--- src/rtl/ca_row_sequencer.sv ---
// ca_row_sequencer: drives an external 3-input elementary-CA rule block one
// cell per cycle. It presents each cell's neighbourhood, collects the rule
// result into a shadow row, and commits that row as the next generation.
//
// state  | meaning
// -------+-----------------------------------------------------------------
// IDLE   | waiting; accepts row loads and start requests
// SCAN   | presenting the neighbourhood of cell idx; capturing rule_out
// COMMIT | copying the shadow row into the visible row; counting the step
module ca_row_sequencer #(
  parameter int WIDTH    = 16,
  parameter int STEPS_W  = 8,
  parameter int BOUNDARY = 0
) (
  input  logic               clk,
  input  logic               rst_n,
  input  logic               load_valid,
  input  logic [WIDTH-1:0]   load_data,
  output logic               load_ready,
  input  logic               start,
  input  logic [STEPS_W-1:0] num_steps,
  output logic               busy,
  output logic               done,
  output logic [WIDTH-1:0]   state_out,
  output logic [STEPS_W-1:0] steps_done,
  output logic               nb_valid,
  output logic               nb_left,
  output logic               nb_center,
  output logic               nb_right,
  input  logic               rule_out
);

  localparam int IDX_W = (WIDTH > 1) ? $clog2(WIDTH) : 1;
  localparam logic [IDX_W-1:0] LAST_IDX = IDX_W'(WIDTH - 1);

  typedef enum logic [1:0] {
    S_IDLE   = 2'd0,
    S_SCAN   = 2'd1,
    S_COMMIT = 2'd2
  } state_t;

  state_t             r_state;
  state_t             w_state_nxt;
  logic [WIDTH-1:0]   r_row;
  logic [WIDTH-1:0]   r_next;
  logic [IDX_W-1:0]   r_idx;
  logic [STEPS_W-1:0] r_steps_done;
  logic [STEPS_W-1:0] r_num_steps;
  logic [STEPS_W-1:0] r_run_cnt;
  logic               r_done_zero;

  logic               w_load_acc;
  logic               w_start_acc;
  logic               w_start_zero;
  logic               w_last_idx;
  logic               w_last_gen;
  logic               w_left_cell;
  logic               w_center_cell;
  logic               w_right_cell;

  // Handshake qualifiers; a load in the same cycle as start takes priority.
  always_comb begin
    w_load_acc   = (r_state == S_IDLE) && load_valid;
    w_start_acc  = (r_state == S_IDLE) && !load_valid && start && (num_steps != '0);
    w_start_zero = (r_state == S_IDLE) && !load_valid && start && (num_steps == '0);
    w_last_idx   = (r_idx == LAST_IDX);
    // The run length is measured from the accepted start, so every run
    // takes exactly num_steps generations regardless of earlier runs.
    w_last_gen   = (STEPS_W'(r_run_cnt + 1'b1) == r_num_steps);
  end

  // Neighbourhood of the cell under scan, with wrap-around or null edges.
  always_comb begin
    w_center_cell = r_row[r_idx];
    if (w_last_idx) begin
      w_left_cell = (BOUNDARY != 0) ? 1'b0 : r_row[0];
    end else begin
      w_left_cell = r_row[r_idx + IDX_W'(1)];
    end
    if (r_idx == '0) begin
      w_right_cell = (BOUNDARY != 0) ? 1'b0 : r_row[WIDTH-1];
    end else begin
      w_right_cell = r_row[r_idx - IDX_W'(1)];
    end
  end

  // Next-state logic and state-decoded outputs.
  always_comb begin
    w_state_nxt = r_state;
    busy        = 1'b0;
    load_ready  = 1'b0;
    nb_valid    = 1'b0;
    nb_left     = 1'b0;
    nb_center   = 1'b0;
    nb_right    = 1'b0;
    done        = r_done_zero;
    unique case (r_state)
      S_IDLE: begin
        load_ready = 1'b1;
        if (w_start_acc) begin
          w_state_nxt = S_SCAN;
        end
      end
      S_SCAN: begin
        busy      = 1'b1;
        nb_valid  = 1'b1;
        nb_left   = w_left_cell;
        nb_center = w_center_cell;
        nb_right  = w_right_cell;
        if (w_last_idx) begin
          w_state_nxt = S_COMMIT;
        end
      end
      S_COMMIT: begin
        busy = 1'b1;
        if (w_last_gen) begin
          done        = 1'b1;
          w_state_nxt = S_IDLE;
        end else begin
          w_state_nxt = S_SCAN;
        end
      end
      default: begin
        w_state_nxt = S_IDLE;
      end
    endcase
  end

  // FSM state register.
  always_ff @(posedge clk or negedge rst_n) begin
    if (!rst_n) begin
      r_state <= S_IDLE;
    end else begin
      r_state <= w_state_nxt;
    end
  end

  // Visible row and shadow row; the visible row only moves on load or commit.
  always_ff @(posedge clk or negedge rst_n) begin
    if (!rst_n) begin
      r_row  <= '0;
      r_next <= '0;
    end else begin
      if (w_load_acc) begin
        r_row <= load_data;
      end else if (r_state == S_COMMIT) begin
        r_row <= r_next;
      end
      if (r_state == S_SCAN) begin
        r_next[r_idx] <= rule_out;
      end
    end
  end

  // Scan index: restarts at cell 0 for every generation.
  always_ff @(posedge clk or negedge rst_n) begin
    if (!rst_n) begin
      r_idx <= '0;
    end else if (r_state == S_SCAN) begin
      r_idx <= w_last_idx ? '0 : r_idx + IDX_W'(1);
    end else begin
      r_idx <= '0;
    end
  end

  // Generation counters: steps since load (free-wrapping) and steps in this run.
  always_ff @(posedge clk or negedge rst_n) begin
    if (!rst_n) begin
      r_steps_done <= '0;
      r_run_cnt    <= '0;
      r_num_steps  <= '0;
    end else begin
      if (w_load_acc) begin
        r_steps_done <= '0;
      end else if (r_state == S_COMMIT) begin
        r_steps_done <= r_steps_done + 1'b1;
      end
      if (w_start_acc) begin
        r_num_steps <= num_steps;
        r_run_cnt   <= '0;
      end else if (r_state == S_COMMIT) begin
        r_run_cnt <= r_run_cnt + 1'b1;
      end
    end
  end

  // A zero-length run completes with a done pulse on the following cycle.
  always_ff @(posedge clk or negedge rst_n) begin
    if (!rst_n) begin
      r_done_zero <= 1'b0;
    end else begin
      r_done_zero <= w_start_zero;
    end
  end

  assign state_out  = r_row;
  assign steps_done = r_steps_done;

endmodule
--- config.mk ---
export PLATFORM = sky130hd
export DESIGN_NAME = ca_row_sequencer
export DESIGN_NICKNAME = d
export VERILOG_FILES = /design/src/rtl/ca_row_sequencer.sv
export SDC_FILE = /design/constraint.sdc
export NUM_CORES = 1
export LEC_CHECK = 0
export BUFFER_PORTS_ARGS = -buffer_cell sky130_fd_sc_hd__buf_2
export CAP_MARGIN = 25
export CORE_AREA = 5 5 96 98
export CTS_BUF_LIST = sky130_fd_sc_hd__clkbuf_8
export DETAILED_ROUTE_END_ITERATION = 10
export DIE_AREA = 0 0 101 103
export MAX_ROUTING_LAYER = met4
export PLACE_DENSITY = 0.65
export RECOVER_POWER = 100
export SETUP_SLACK_MARGIN = 0.02
export SLEW_MARGIN = 10
export SYNTH_ARGS = -nofsm -noshare
export SYNTH_HDL_FRONTEND = slang
export SYNTH_SLANG_ARGS = --single-unit
--- constraint.sdc ---
create_clock -name clk -period 2.4 [get_ports clk]
set_input_delay 0.12 -clock clk [delete_from_list [all_inputs] [get_ports clk]]
set_output_delay 0.12 -clock clk [all_outputs]
set_load 0.01 [all_outputs]
# After elaboration in Yosys (flattened, before gate mapping)
# Cells that the tools add are included.
[word_totals]
wordCells = 68
reg_bits = 63
output_inout_bits = 31
in_bits = 29
[classes]
muxes = 31
magnitude_cmp = 4
addsub = 4
n_eq_ne = 6
reduce_logical = 15
[ops]
columns = ["op", "n"]
rows = [
  ["16-bit 2-to-1 mux", 2],
  ["8-bit 2-to-1 mux", 4],
  ["8-bit by 1-bit adder with 8-bit output, second input constant", 2],
  ["16-bit bitwise mux", 1],
  ["4-bit by 5-bit < comparator with 1-bit output, second input constant", 3],
  ["1-bit 2-to-1 mux", 15],
  ["1-bit binary-select mux with 4-bit select", 3],
  ["8-bit equality test", 1],
  ["8-bit zero test", 1],
  ["4-bit 2-to-1 mux", 2],
  ["8-bit nonzero test", 1],
  ["1-bit logical AND", 6],
  ["2-bit one-hot mux with 3 select lines", 1],
  ["4-bit by 1-bit adder with 4-bit output, second input constant", 1],
  ["1-bit demux with 4-bit select", 1],
  ["4-bit equality test, second input constant", 1],
  ["4-bit by 1-bit >= comparator with 1-bit output, second input constant", 1],
  ["4-bit zero test", 1],
  ["2-bit 2-to-1 mux", 2],
  ["2-bit != test, second input constant", 2],
  ["2-bit nonzero test", 2],
  ["4-bit by 1-bit subtractor with 4-bit output, second input constant", 1],
  ["2-bit by 1-bit equality test with 1-bit output, second input constant", 1],
  ["2-bit equality test, second input constant", 1],
  ["4 further kinds", 4],
]

# Logic depth before layout (Yosys ltp)
[logic_depth]
ltp_word = 6
mapped_depth = 9

# Least setup slack after synthesis
# No wires, ideal clock.
[synth_path]
path_kind = "reg-to-output"
startpoint = "register r_idx[0]"
endpoint = "output port nb_right"
arrival_ns = 2.125
required_time_ns = 2.280
setup_slack_ns = 0.155
stages_incl_launch_ff = 9
n_path_buf = 2
cell_sequence = "dfrtp_1 > buf_6 > buf_12 > inv_1 > ha_1 > xor2_1 > mux4_2 > mux2_4 > a21oi_2"
[synth_between]
elab_chain_cells = 5
word_cells_on_any_way = 6
classes_between = "1 x add/sub; 4 x mux; 1 x reduce/logical"
[synth_lines]
columns = ["item", "line_no", "text"]
rows = [
  ["start: declaration", "46", "logic [IDX_W-1:0] r_idx;"],
  ["start signal: assignment", "160", "r_idx <= w_last_idx ? '0 : r_idx + IDX_W'(1);"],
  ["4-bit by 1-bit subtractor with 4-bit output", "83", "w_right_cell = r_row[r_idx - IDX_W'(1)];"],
  ["1-bit binary-select mux with 4-bit select", "83", ""],
  ["1-bit 2-to-1 mux (implied by the code)", "83", ""],
  ["1-bit 2-to-1 mux (*)", "80", "if (r_idx == '0) begin"],
  ["1-bit 2-to-1 mux (*)", "97", "unique case (r_state)"],
  ["end: declaration", "29", "output logic nb_right,"],
]
# Every way passes the cells marked *; elsewhere a longest branch is shown, timed or not. The select of a mux whose other input is x is not followed.

# Final worst setup path
# Ends and elaborated chain as after synthesis.

==> qor.yml <==
period_minus_slack_ps: 2380
io_buffer_count: 59
min_to: "state_out[0]$_DFFE_PN0P_"
slew_headroom: 0.0956
insertion_delay_ps: 340
required_ps: 2280
netlist_instances: 333
start_util: 0.432
vias: 2776
track_usage: 0.178
seqCellArea_sq_um: 1580
die_x_um: 101
synth_top_area_cell: "dfrtp_1"
ant_nets: 0
fin_nets: 455
final_util: 0.536
gp_congestion: 0.901
r2r-end: "r_num_steps[6]$_DFFE_PN0P_"
ir_drop_uv: 342
cp_slowest_stage_delay_ps: 520
crit_slowest_cell: "mux4_2"
ys_top_cells_by_area: "dfrtp_1 (44%), mux2i_1 (6.6%), mux2_2 (6.2%)"
synth_top_area_frac: 0.435
worstMarginPinSlew_ps: 1360
min_from: "load_data[0]"
cp.arrival_ps: 2260
synth_async_sr_flop_share: 1.00
drv_cap: 0
fmaxAchievable_mhz: 420
critical_path_class: "register to output port"
p_leak_nw: 1.92
design.core.area_sq_um: 8380
whs_ps: 1.77
area_growth_pct: 24.1
hold-path-cell-count: 3
wl_met1_um: 4030
finalSetupViolations: 0
cp_max_fo: 5
hold_violations: 0
dieArea_sq_um: 10400
drive_gt1_frac: 0.252
cts_max_level: 3
grt_max_degree: 41
finalClockSkew_ps: 10.5
ys_top_cells_by_count: "dfrtp_1 (63), nand2_1 (28), nor2_1 (27), mux2i_1 (24), nand3_1 (22)"
power_density_nw_per_um2: 1110
wl_per_cell_um: 16.2
nFillCells: 734
synth-edff-count: 0
route.detailed.drc: 0
cts.sinks: 63
vias_per_cell: 5.26
ys.warnings.count: 0
root_buffer: "clkbuf_8"
dr.pass1.iters: 4
final.period_utilization: 0.991
die_h_um: 103
path_buf_inv: 2
antenna_cells: 0
rsz0062_at_grt: "yes"
drt_iter0_markers: 157
r2r_cells: 6
cts_tree: "done"
clockBufferDepth: 2
dpl.hpwl_um: 5870
slew_violations: 0
status: "complete, no violations"
first_global_vias: 2841
path_delay_family: "multiplexers"
yosysMostFrequentCell: "dfrtp_1"
r2r-start: "r_state[0]$_DFFE_PN0P_"
antenna_found_initial: 0
syn_nets: 373
ff2ff_setup_slack_ps: 500
grt_pass1_wl_um: 14100
overflow: 0
wl_met2_um: 3970
wirelength_um: 8530
min_path_type: "primary input to register"
syn_area_sq_um: 3620
p_total_mw: 4.99
clk_pin_slew_ps: 70
io_pins: 60
yosys.cell_types.count: 43
synth.avg_cell_area_sq_um: 10.9
placed_area_sq_um: 4040
num_rows: 34
final_area_sq_um: 4500
crit_path_start_kind: "register"
wl_met3_um: 376
top_layer_used: "met4"
cts_inserted_buffers: 9
ys.flop_type: "dfrtp_1"
cp-end-kind: "output port"
synth_seq_cells: 63
ys_seq_area_frac: 0.435
cp_cell_sequence: "inv_4 -> ha_4 -> xor2_4 -> mux4_2 -> mux2_4 -> a21oi_2 -> buf_2"
multiInputGateArea_sq_um: 1970
stage by stage:
step	setup TNS (ps)	worst slack, ps	cells
global route	-131	-70.2	528
detailed placement	0	147	490
global placement	0	203	490
CTS	0	12.5	528
floorplan	0	155	333
finish	0	20.4	528
worst max-delay path by stage:
| stage | from | endpoint | slack, ps | cells past startpoint |
|---|---|---|---|---|
| finish | r_idx[0]$_DFF_PN0_ | nb_right | 20 | 7 |
| global route | r_idx[0]$_DFF_PN0_ | nb_left | -70 | 7 |
| CTS | r_idx[0]$_DFF_PN0_ | nb_right | 10 | 7 |
| detailed placement | r_idx[0]$_DFF_PN0_ | nb_right | 150 | 7 |
| global placement | r_idx[0]$_DFF_PN0_ | nb_right | 200 | 7 |
| floorplan | r_idx[0]$_DFF_PN0_ | nb_right | 160 | 8 |
cell usage in the layout (no fill, tap or decap), drive strengths merged, types with 4 or more instances in the layout:
cell type / Yosys / routed
dfrtp: 63 / 63
nand2: 28 / 28
ha: 11 / 11
nor2: 27 / 27
o21ai: 22 / 22
and2: 5 / 5
mux2i: 24 / 24
nand3: 22 / 22
mux2: 25 / 25
buf: 9 / 46
dlygate4sd3: 0 / 16
inv: 9 / 9
xor2: 17 / 17
nand4: 7 / 7
clkbuf: 11 / 39
xnor2: 8 / 8
mux4: 11 / 11
and3: 4 / 4
a21oi: 6 / 6
power breakdown:
| group | switching (mW) | internal [mW] | total [mW] |
|---|---|---|---|
| clock | 0.434 | 0.502 | 0.936 |
| sequential | 0.396 | 1.39 | 1.78 |
| combinational | 1.13 | 1.14 | 2.27 |
| total | 1.96 | 3.03 | 4.99 |
worst min-delay path: stages:
cell     delay (ps)
buf_2            80
nand2_1          40
o21ai_1          70
layer usage:
metal / GRT usage / vias to the layer above
li1: - / 1348
met1: 0.242 / 1338
met2: 0.268 / 75
met3: 0.0264 / 15
met4: 0.0726 / 0
met5: - / -
kinds of logic after synthesis:
kind of cell	after synthesis	synth area share
flops	63	0.435
mux	60	0.221
fa+ha+maj	11	0.0380
compound gates	40	0.0663
simple gates	105	0.139
buf+inv	29	0.0407
xor+xnor	25	0.0604
final cells by class:
type,count,share of cell area
multi-input combinational,241,0.438
inverter,9,0.00807
timing repair buffer,91,0.128
tap,108,0.0301
clock inverter,6,0.0134
sequential,63,0.352
clock buffer,10,0.0306
sequential cells by signal, indices dropped and copies added, names as in the netlist:
name and count:
r_run_cnt 8, steps_done 8, state_out 16, r_idx 4, r_num_steps 8, r_next 16, r_state 2, r_done_zero 1
repair_timing:
action / 4_1_cts / 5_1_grt
setup endpoints to repair: 2 / 4
hold endpoints to repair: 38 / 0
buffers inserted: 6 / 0
pin swaps: 2 / 1
hold buffers: 16 / 0
resized for setup: 12 / 10
No activity file was read; power rests on OpenSTA's default activity.
